<file path="config.mk">
export PLATFORM = sky130hd
export DESIGN_NAME = core_sequencer
export DESIGN_NICKNAME = d
export VERILOG_FILES = /design/src/rtl/core_sequencer_pkg.sv /design/src/rtl/core_seq_counters.sv /design/src/rtl/core_sequencer.sv
export SDC_FILE = /design/constraint.sdc
export NUM_CORES = 1
export LEC_CHECK = 0
export CAP_MARGIN = 5
export CORE_ASPECT_RATIO = 0.9
export CORE_MARGIN = 3
export CORE_UTILIZATION = 45
export CTS_CLUSTER_SIZE = 10
export DETAILED_ROUTE_END_ITERATION = 8
export GPL_TIMING_DRIVEN = 0
export PLACE_DENSITY = 0.75
export SYNTH_ARGS = -nofsm -noshare
export SYNTH_HDL_FRONTEND = slang
export SYNTH_HIERARCHICAL = 1
export SYNTH_SLANG_ARGS = --single-unit
</file>
<file path="constraint.sdc">
create_clock -name clk -period 2.55 [get_ports clk]
set_clock_uncertainty 0.2 [all_clocks]
set_input_delay 0.51 -clock clk [delete_from_list [all_inputs] [get_ports clk]]
set_output_delay 0.51 -clock clk [all_outputs]
set_load 0.03 [all_outputs]
</file>
<file path="src/rtl/core_sequencer_pkg.sv">
// core_sequencer_pkg
//   Shared definitions for the instruction sequencer: the FSM state encoding
//   (also consumed by debug/CSR logic) and the instruction-boundary decision.
//   Optional feature macro used by this slice: CORE_SEQ_PERF_EN.
package core_sequencer_pkg;

  typedef enum logic [2:0] {
    S_IDLE   = 3'd0,
    S_FETCH  = 3'd1,
    S_DECODE = 3'd2,
    S_EXEC   = 3'd3,
    S_MEM    = 3'd4,
    S_WB     = 3'd5,
    S_TRAP   = 3'd6
  } seq_state_t;

  // Where the sequencer goes between instructions: stopping wins over an
  // interrupt, an interrupt wins over fetching the next instruction.
  function automatic seq_state_t boundary_state(input logic run,
                                                input logic irq_pending);
    if (!run) begin
      return S_IDLE;
    end
    if (irq_pending) begin
      return S_TRAP;
    end
    return S_FETCH;
  endfunction

endpackage

</file>
<file path="src/rtl/core_seq_counters.sv">
// core_seq_counters
//   Free-running performance counters for the sequencer. Only present when
//   the build defines CORE_SEQ_PERF_EN; otherwise this file is empty.
//   Ports:
//     clk           in  1   core clock
//     rst           in  1   synchronous active-high reset, clears both counters
//     retire_pulse  in  1   one-cycle pulse per retired instruction
//     cycle_count   out 64  cycles elapsed since reset was released
//     instret_count out 64  instructions retired since reset was released
`ifdef CORE_SEQ_PERF_EN
module core_seq_counters (
  input  logic        clk,
  input  logic        rst,
  input  logic        retire_pulse,
  output logic [63:0] cycle_count,
  output logic [63:0] instret_count
);

  // Both counters wrap naturally at 2^64.
  always_ff @(posedge clk) begin
    if (rst) begin
      cycle_count   <= 64'd0;
      instret_count <= 64'd0;
    end else begin
      cycle_count <= cycle_count + 64'd1;
      if (retire_pulse) begin
        instret_count <= instret_count + 64'd1;
      end
    end
  end

endmodule
`endif

</file>
<file path="src/rtl/core_sequencer.sv">
// core_sequencer
//   Multi-cycle control FSM that walks one instruction at a time through the
//   fetch, decode, exec, mem and writeback units using en/done handshakes,
//   skips mem/writeback when the decoded instruction needs neither, diverts
//   to the trap unit on exceptions or pending interrupts, and flags
//   retirement.
//   Optional feature macro: CORE_SEQ_PERF_EN adds cycle/instret counters.
//   Ports:
//     clk, rst                 core clock, synchronous active-high reset
//     run                      allow a new instruction (boundary only)
//     fetch_en .. trap_en      one-cycle start pulses to the stage units
//     fetch_done .. trap_done  stage completion
//     is_load, is_store, rv32a, writes_to_reg
//                              decoded flags, latched on decode completion
//     exec_trap, mem_trap      exceptions qualified by exec_done / mem_done
//     irq_pending              enabled interrupt pending (boundary only)
//     busy                     high whenever the FSM is not idle
//     instr_retired            pulse in the cycle the final done is accepted
//     state                    current FSM state for debug
//     cycle_count, instret_count (CORE_SEQ_PERF_EN only) 64-bit counters
module core_sequencer
  import core_sequencer_pkg::*;
(
  input  logic       clk,
  input  logic       rst,
  input  logic       run,
  output logic       fetch_en,
  output logic       decode_en,
  output logic       exec_en,
  output logic       mem_en,
  output logic       wb_en,
  output logic       trap_en,
  input  logic       fetch_done,
  input  logic       decode_done,
  input  logic       exec_done,
  input  logic       mem_done,
  input  logic       wb_done,
  input  logic       trap_done,
  input  logic       is_load,
  input  logic       is_store,
  input  logic       rv32a,
  input  logic       writes_to_reg,
  input  logic       exec_trap,
  input  logic       mem_trap,
  input  logic       irq_pending,
  output logic       busy,
  output logic       instr_retired,
  output logic [2:0] state
`ifdef CORE_SEQ_PERF_EN
  ,
  output logic [63:0] cycle_count,
  output logic [63:0] instret_count
`endif
);

  seq_state_t state_q;
  seq_state_t state_d;
  seq_state_t boundary_st;
  logic       advance;
  logic       retire;

  logic load_q;
  logic store_q;
  logic amo_q;
  logic wreg_q;

  // A stage's done is only accepted once its start pulse has dropped, so a
  // done coinciding with the entry cycle is ignored; dones from any stage
  // other than the current one are never looked at.
  always_comb begin
    boundary_st = boundary_state(run, irq_pending);
    state_d     = state_q;
    advance     = 1'b0;
    retire      = 1'b0;
    case (state_q)
      S_IDLE: begin
        state_d = boundary_st;
        advance = 1'b1;
      end
      S_FETCH: begin
        if (fetch_done && !fetch_en) begin
          state_d = S_DECODE;
          advance = 1'b1;
        end
      end
      S_DECODE: begin
        if (decode_done && !decode_en) begin
          state_d = S_EXEC;
          advance = 1'b1;
        end
      end
      S_EXEC: begin
        if (exec_done && !exec_en) begin
          advance = 1'b1;
          if (exec_trap) begin
            state_d = S_TRAP;
          end else if (load_q || store_q || amo_q) begin
            state_d = S_MEM;
          end else if (wreg_q) begin
            state_d = S_WB;
          end else begin
            state_d = boundary_st;
            retire  = 1'b1;
          end
        end
      end
      S_MEM: begin
        if (mem_done && !mem_en) begin
          advance = 1'b1;
          if (mem_trap) begin
            state_d = S_TRAP;
          end else if (wreg_q) begin
            state_d = S_WB;
          end else begin
            state_d = boundary_st;
            retire  = 1'b1;
          end
        end
      end
      S_WB: begin
        if (wb_done && !wb_en) begin
          state_d = boundary_st;
          advance = 1'b1;
          retire  = 1'b1;
        end
      end
      S_TRAP: begin
        if (trap_done && !trap_en) begin
          state_d = boundary_st;
          advance = 1'b1;
        end
      end
      default: begin
        state_d = S_IDLE;
        advance = 1'b1;
      end
    endcase
  end

  // Start pulses fire on every entry into a stage, including TRAP -> TRAP
  // when an interrupt is still pending after the trap handler completes.
  always_ff @(posedge clk) begin
    if (rst) begin
      state_q   <= S_IDLE;
      fetch_en  <= 1'b0;
      decode_en <= 1'b0;
      exec_en   <= 1'b0;
      mem_en    <= 1'b0;
      wb_en     <= 1'b0;
      trap_en   <= 1'b0;
      load_q    <= 1'b0;
      store_q   <= 1'b0;
      amo_q     <= 1'b0;
      wreg_q    <= 1'b0;
    end else begin
      state_q   <= state_d;
      fetch_en  <= advance && (state_d == S_FETCH);
      decode_en <= advance && (state_d == S_DECODE);
      exec_en   <= advance && (state_d == S_EXEC);
      mem_en    <= advance && (state_d == S_MEM);
      wb_en     <= advance && (state_d == S_WB);
      trap_en   <= advance && (state_d == S_TRAP);
      if (state_q == S_DECODE && decode_done && !decode_en) begin
        load_q  <= is_load;
        store_q <= is_store;
        amo_q   <= rv32a;
        wreg_q  <= writes_to_reg;
      end
    end
  end

  assign busy          = (state_q != S_IDLE);
  // Reset in the same cycle as the final done suppresses the retirement.
  assign instr_retired = retire && !rst;
  assign state         = state_q;

`ifdef CORE_SEQ_PERF_EN
  core_seq_counters u_counters (
    .clk           (clk),
    .rst           (rst),
    .retire_pulse  (instr_retired),
    .cycle_count   (cycle_count),
    .instret_count (instret_count)
  );
`endif

endmodule
</file>
==> summary.txt <==
Power and ir drop
  • Internal power: around 0.48 mW
  • IR drop worst, VDD: just under 0.0005 V
  • Leakage power: ~0.46 nW
  • Switching share of total power: 0.379
  • Combinational power share: 0.511
  • Pwr/cell area: 614 mW/mm²
  • Clk pwr share: 0.161
  • PnR Total Power: 0.769 mW
  • Flop pwr share: 0.328
  • NetSw: 0.291 mW

Logic synthesis
  • Synth cell types: 46
  • Mapped Area: 877 µm²
  • FF+latch count, synth: 13
  • Syn Inst Count: 95
  • Synth cell count leaders: dfxtp_1 (13), nor2_1 (13), nand2_1 (5)
  • Synth area leaders: dfxtp_1 (30%), nor2_1 (5.6%), mux2i_1 (4.6%)
  • Sequential share of the synthesized area: 0.297
  • Syn_nets: roughly 110
  • Top FF cell, synth: dfxtp_1
  • Post-synth EDFFs: 0
  • Avg Inst Size Synth: 9.23 µm²
  • Async SR Flop Fraction: 0
  • YS warnings: 6
  • Yosys top cell area share: 0.297
  • Largest area contributor in the netlist: dfxtp_1

Clocking
  • CTS Buf Count: 3
  • Clk slew on worst S/H paths: about 80 ps
  • Clock tree buffer depth: 2
  • H-tree depth: 1
  • CTS tree: yes
  • Worst skew pair latency: 270 ps
  • CTS root buf: clkbuf_4
  • Hold buffer count at cts: 0
  • Sink Count: 13

Floorplanning
  • # rows: 14
  • Io pins: 27
  • Die area: approximately 0.0025 mm²
  • Area of the core: about 0.0018 mm²
  • Initial Util: 0.501
  • Chip width: 52.5 µm
  • Die height: 47.9 µm

Finish
  • ANT cells: 0
  • End-of-flow core utilization: 0.715
  • # nets final: 146
  • Max reg flops: 3
  • Synth-to-Final Area Change: 42.8%
  • Layout fillers: 137
  • Layout cell share with drive strength beyond 1: 0.256

Timing
  • Setup ws final: -1.75 ps
  • Slew Limit Fails: 0
  • Setup repair after global routing missed its margin: yes
  • Minimum clock period: 2550 ps
  • Slew margin rel.: 0.671
  • Fin Setup TNS: -1.75 ps
  • Final Setup Violations: 1
  • Slew @ Worst Pin: 494 ps
  • Hold violation count in the final report: 0
  • Maximum operating frequency: 0.392 GHz
  • Final worst path period share: 1.00

Placed design
  • RD Place Congestion: 0.822
  • Buffers added on ports: 25
  • Post-DP HPWL: 1.66 mm

Critical path
  • CP endpoint kind: primary output
  • Worst EP required: 1840 ps
  • Max incr delay on CP: about 500 ps
  • Slowest CP cell: or4_4
  • CP Depth: 7
  • R2R cell count: 7
  • Worst Path Arrival: about 1800 ps
  • Crit-path max FO: 2
  • Delay-heaviest family, CP: simple AND/OR/NAND/NOR gates
  • CP Cell Sequence: dlygate4sd2_1 > nand2b_1 > or4_4 > a21oi_2 > nor2_1 > a211oi_2 > buf_4
  • Crit path kind: in2out
  • WP buf/inv: 2
  • Startpoint types: primary input

Global route
  • Global-route wire length before repair: 3.72 mm
  • Initial antenna violation count: 0
  • Vias in the first global route: 791
  • Gr ovfl total: 0
  • Gr usage total: 0.207
  • Largest net degree at the start of global routing: 11

Outcome
  • Outcome: complete, but fails checks
  • Failing checks: setup timing

Run
  • Number of max-cap violations: 0

Detailed routing
  • Drt pass-1 iters: 4
  • WL per Instance: 15.2 µm
  • DRC Markers: 0
  • DR vias/cell: 5.54
  • Post-DRT Antenna Nets: 0
  • Total wire length: 2.33 mm
  • Vias: 848
  • DRT iter0 DRCs: 10

Worst hold path
  • Hold path depth: 2
  • Hold WC Path Type: reg2reg
## path summary, 6_finish.rpt
check,from,end,slack [ps]
max reg2reg,mem_en$_SDFF_PP0_,exec_en$_SDFF_PP0_,390
min reg2reg,load_q$_SDFFE_PP0P_,load_q$_SDFFE_PP0P_,300
min,load_q$_SDFFE_PP0P_,load_q$_SDFFE_PP0P_,300
max,mem_done,instr_retired,-2
## placed cells by master, fill, tap and decap left out, types with 3 or more instances in the layout
cell	n
clkdlybuf4s50_1	20
nor2_1	13
dfxtp_1	11
buf_4	7
clkbuf_4	5
nand2_1	5
nand2b_1	4
mux2i_1	4
nor2b_1	3
and4bb_1	3
a21oi_1	3
dlygate4sd2_1	3
## cells by family after synthesis
logic type | synth area share
and+or+nand+nor | 0.391
AOI/OAI and AO/OA | 0.213
DFF | 0.297
buffers and inverters | 0.0542
muxes | 0.0457
## cell type report
class | instances | area [µm²] | share of cell area
Timing Repair Buffer | 30 | 282 | 0.225
Sequential cell | 13 | 263 | 0.210
Tap cell | 24 | 30.0 | 0.0240
Inverter | 2 | 7.51 | 0.00599
Buffer | 6 | 42.5 | 0.0340
Clock buffer | 4 | 26.3 | 0.0210
Multi-Input combinational cell | 74 | 602 | 0.481
## tightest hold or removal path, delay by kind of cell (launching register included)
kind,cells,cell delay (ps)
flops,1,320
mux,1,60
simple gates,1,80
## per-layer routing
| layer | part of all wire | track usage |
|---|---|---|
| met1 | 0.47 | 0.269 |
| met2 | 0.46 | 0.342 |
| met3 | 0.057 | 0.0343 |
| met4 | 0.016 | 0.0918 |
| met5 | 0 | 0 |
## through the flow
step	setup WS, ps	instances	hold slack, ps	instance area (µm²)
final	-1.75	153	295	1250
after global routing	-80.7	153	331	1250
after global placement	-755	144	274	1160
after CTS	9.29	153	299	1230
after floorplan	22.0	95	252	882
after detailed placement	-767	144	282	1160
## power groups by stage
stage	Combinational (mW)	Clock [mW]	Sequential, mW
final	0.393	0.124	0.252
after global routing	0.423	0.140	0.256
after CTS	0.383	0.127	0.250
after detailed placement	0.373	0	0.253
after global placement	0.369	0	0.252
after floorplan	0.226	0	0.283
## timing repair
action / 4_1_cts / 5_1_grt
resized for setup: 14 / 4
pin swaps: 5 / 1
setup buffers: 5 / 0
endpoints found under the setup margin: 1 / 3
(Power assumes the default switching activity.)
==> variant: new RTL, same settings <==
Register the outputs `busy` and `instr_retired`, without a reset; this adds one clock of latency there. The other outputs are not delayed to match. Comments in the files are not updated.
--- a/src/rtl/core_sequencer.sv
+++ b/src/rtl/core_sequencer.sv
@@ -170,7 +170,9 @@
   end
 
-  assign busy          = (state_q != S_IDLE);
   // Reset in the same cycle as the final done suppresses the retirement.
-  assign instr_retired = retire && !rst;
+  always_ff @(posedge clk) begin
+    busy          <= (state_q != S_IDLE);
+    instr_retired <= retire && !rst;
+  end
   assign state         = state_q;
 
Check against the original RTL: not equivalent (Yosys sat finds a counterexample within 4 cycles, from zero or initial values and one cycle with rst high).
==> variant against the unedited design <==
  * Via count shrank 2.0%
  * Routed wire length shrank 10%
  * Area after synthesis fell by 2.6%
  * Power increased by 4.5%
  * Final area is 6.0% lower
  * Setup slack better by 150 ps
  * Sequential cell count rose by 2
  * Sequential power rose by 15%
  * Largest cell class unchanged
==> variant: results (changes against the unedited design) <==
pwr:
  internal-power_mw: 0.505  # +5.7%
  leakage_nw: 0.448  # -3.3%
  seq-power_mw: 0.290  # +15%
  vdd_drop_max_uv: 406  # -16%
  p_sw_share_pct: 37.1  # -0.74 points
cells_and_area:
  final-nonclk-buf-share_pct: 24.8  # -1.1 points
  fin_nets: 141  # -3.4%
  multi_input_area_um2: 522  # -13%
  nMultiInputCombCells: 73  # -1.4%
  nFillCells: 134  # -2.2%
  n_all_buffers: 30  # -17%
  regArea_um2: 300  # +14%
  clk_share_pct: 2.23  # +0.13 points
place:
  dpl-instance-area_um2: 1140  # -1.5%
  place_ws_ps: -113  # +654 ps
  dp_hpwl_um: 1610  # -3.4%
yosys:
  seq_area_frac_synth_pct: 35.1  # +5.5 points
  yosys_register_bits: 15  # +2
  yosys-top-cells-count: "dfxtp_1, nor2_1, mux2i_1, nor3_1"
  yosys-mux-area-fraction_pct: 4.69  # +0.12 points
  synth.area.top_cells: "dfxtp_1, nor2_1, mux2i_1"
  synth_compound_area_share_pct: 19.2  # -2.1 points
setup_path:
  max_stage_delay_ps: 580  # +70 ps
  worst-path-max-fanout: 5  # +3
  worstPathArrival_ps: 2380  # +540 ps
drt:
  wirelength_um: 2090  # -10%
  wl_per_cell_um: 14.1  # -7.1%
sta:
  relSlewSlack_pct: 59.3  # -7.7 points
status:
  outcome: "completed"
clock_network:
  cts_resized: 0  # -14
variant: cell count changes after synthesis, sizes merged, moves of 2 or more:
cell and delta:
nor3 +5, and3 +3, and4bb -3, nand2 -3
a21boi +2, a21oi -2, dfxtp +2, nand2b -2
nor4 +2, nor4b -2, or3 -2, or3b +2
or4 +2
variant: worst max-delay path: cells and delay by family:
family                 cells  cell delay, ps
buffers and inverters      1             480
and+or+nand+nor            3             960
AOI/OAI and AO/OA          2             420
variant: cells by family after synthesis:
kind of cell,count (synthesis)
flip-flops,15
multiplexers,4
buffers and inverters,6
AO/OA/AOI/OAI,20
AND/OR/NAND/NOR,49
variant: metal layers:
layer / wire [µm] / global-route usage, %
met2: 904 / 29.1
met1: 999 / 24.9
met5: 0 / 0
met4: 29 / 7.85
met3: 160 / 3.17
variant: path summary, 6_finish.rpt:
path | slack, ps | cells after the start | from | end
min | 330 | 2 | store_q | store_q
min reg2reg | 330 | 2 | store_q | store_q
max reg2reg | 340 | 6 | state[0] | mem_en
max | 150 | 6 | run | mem_en
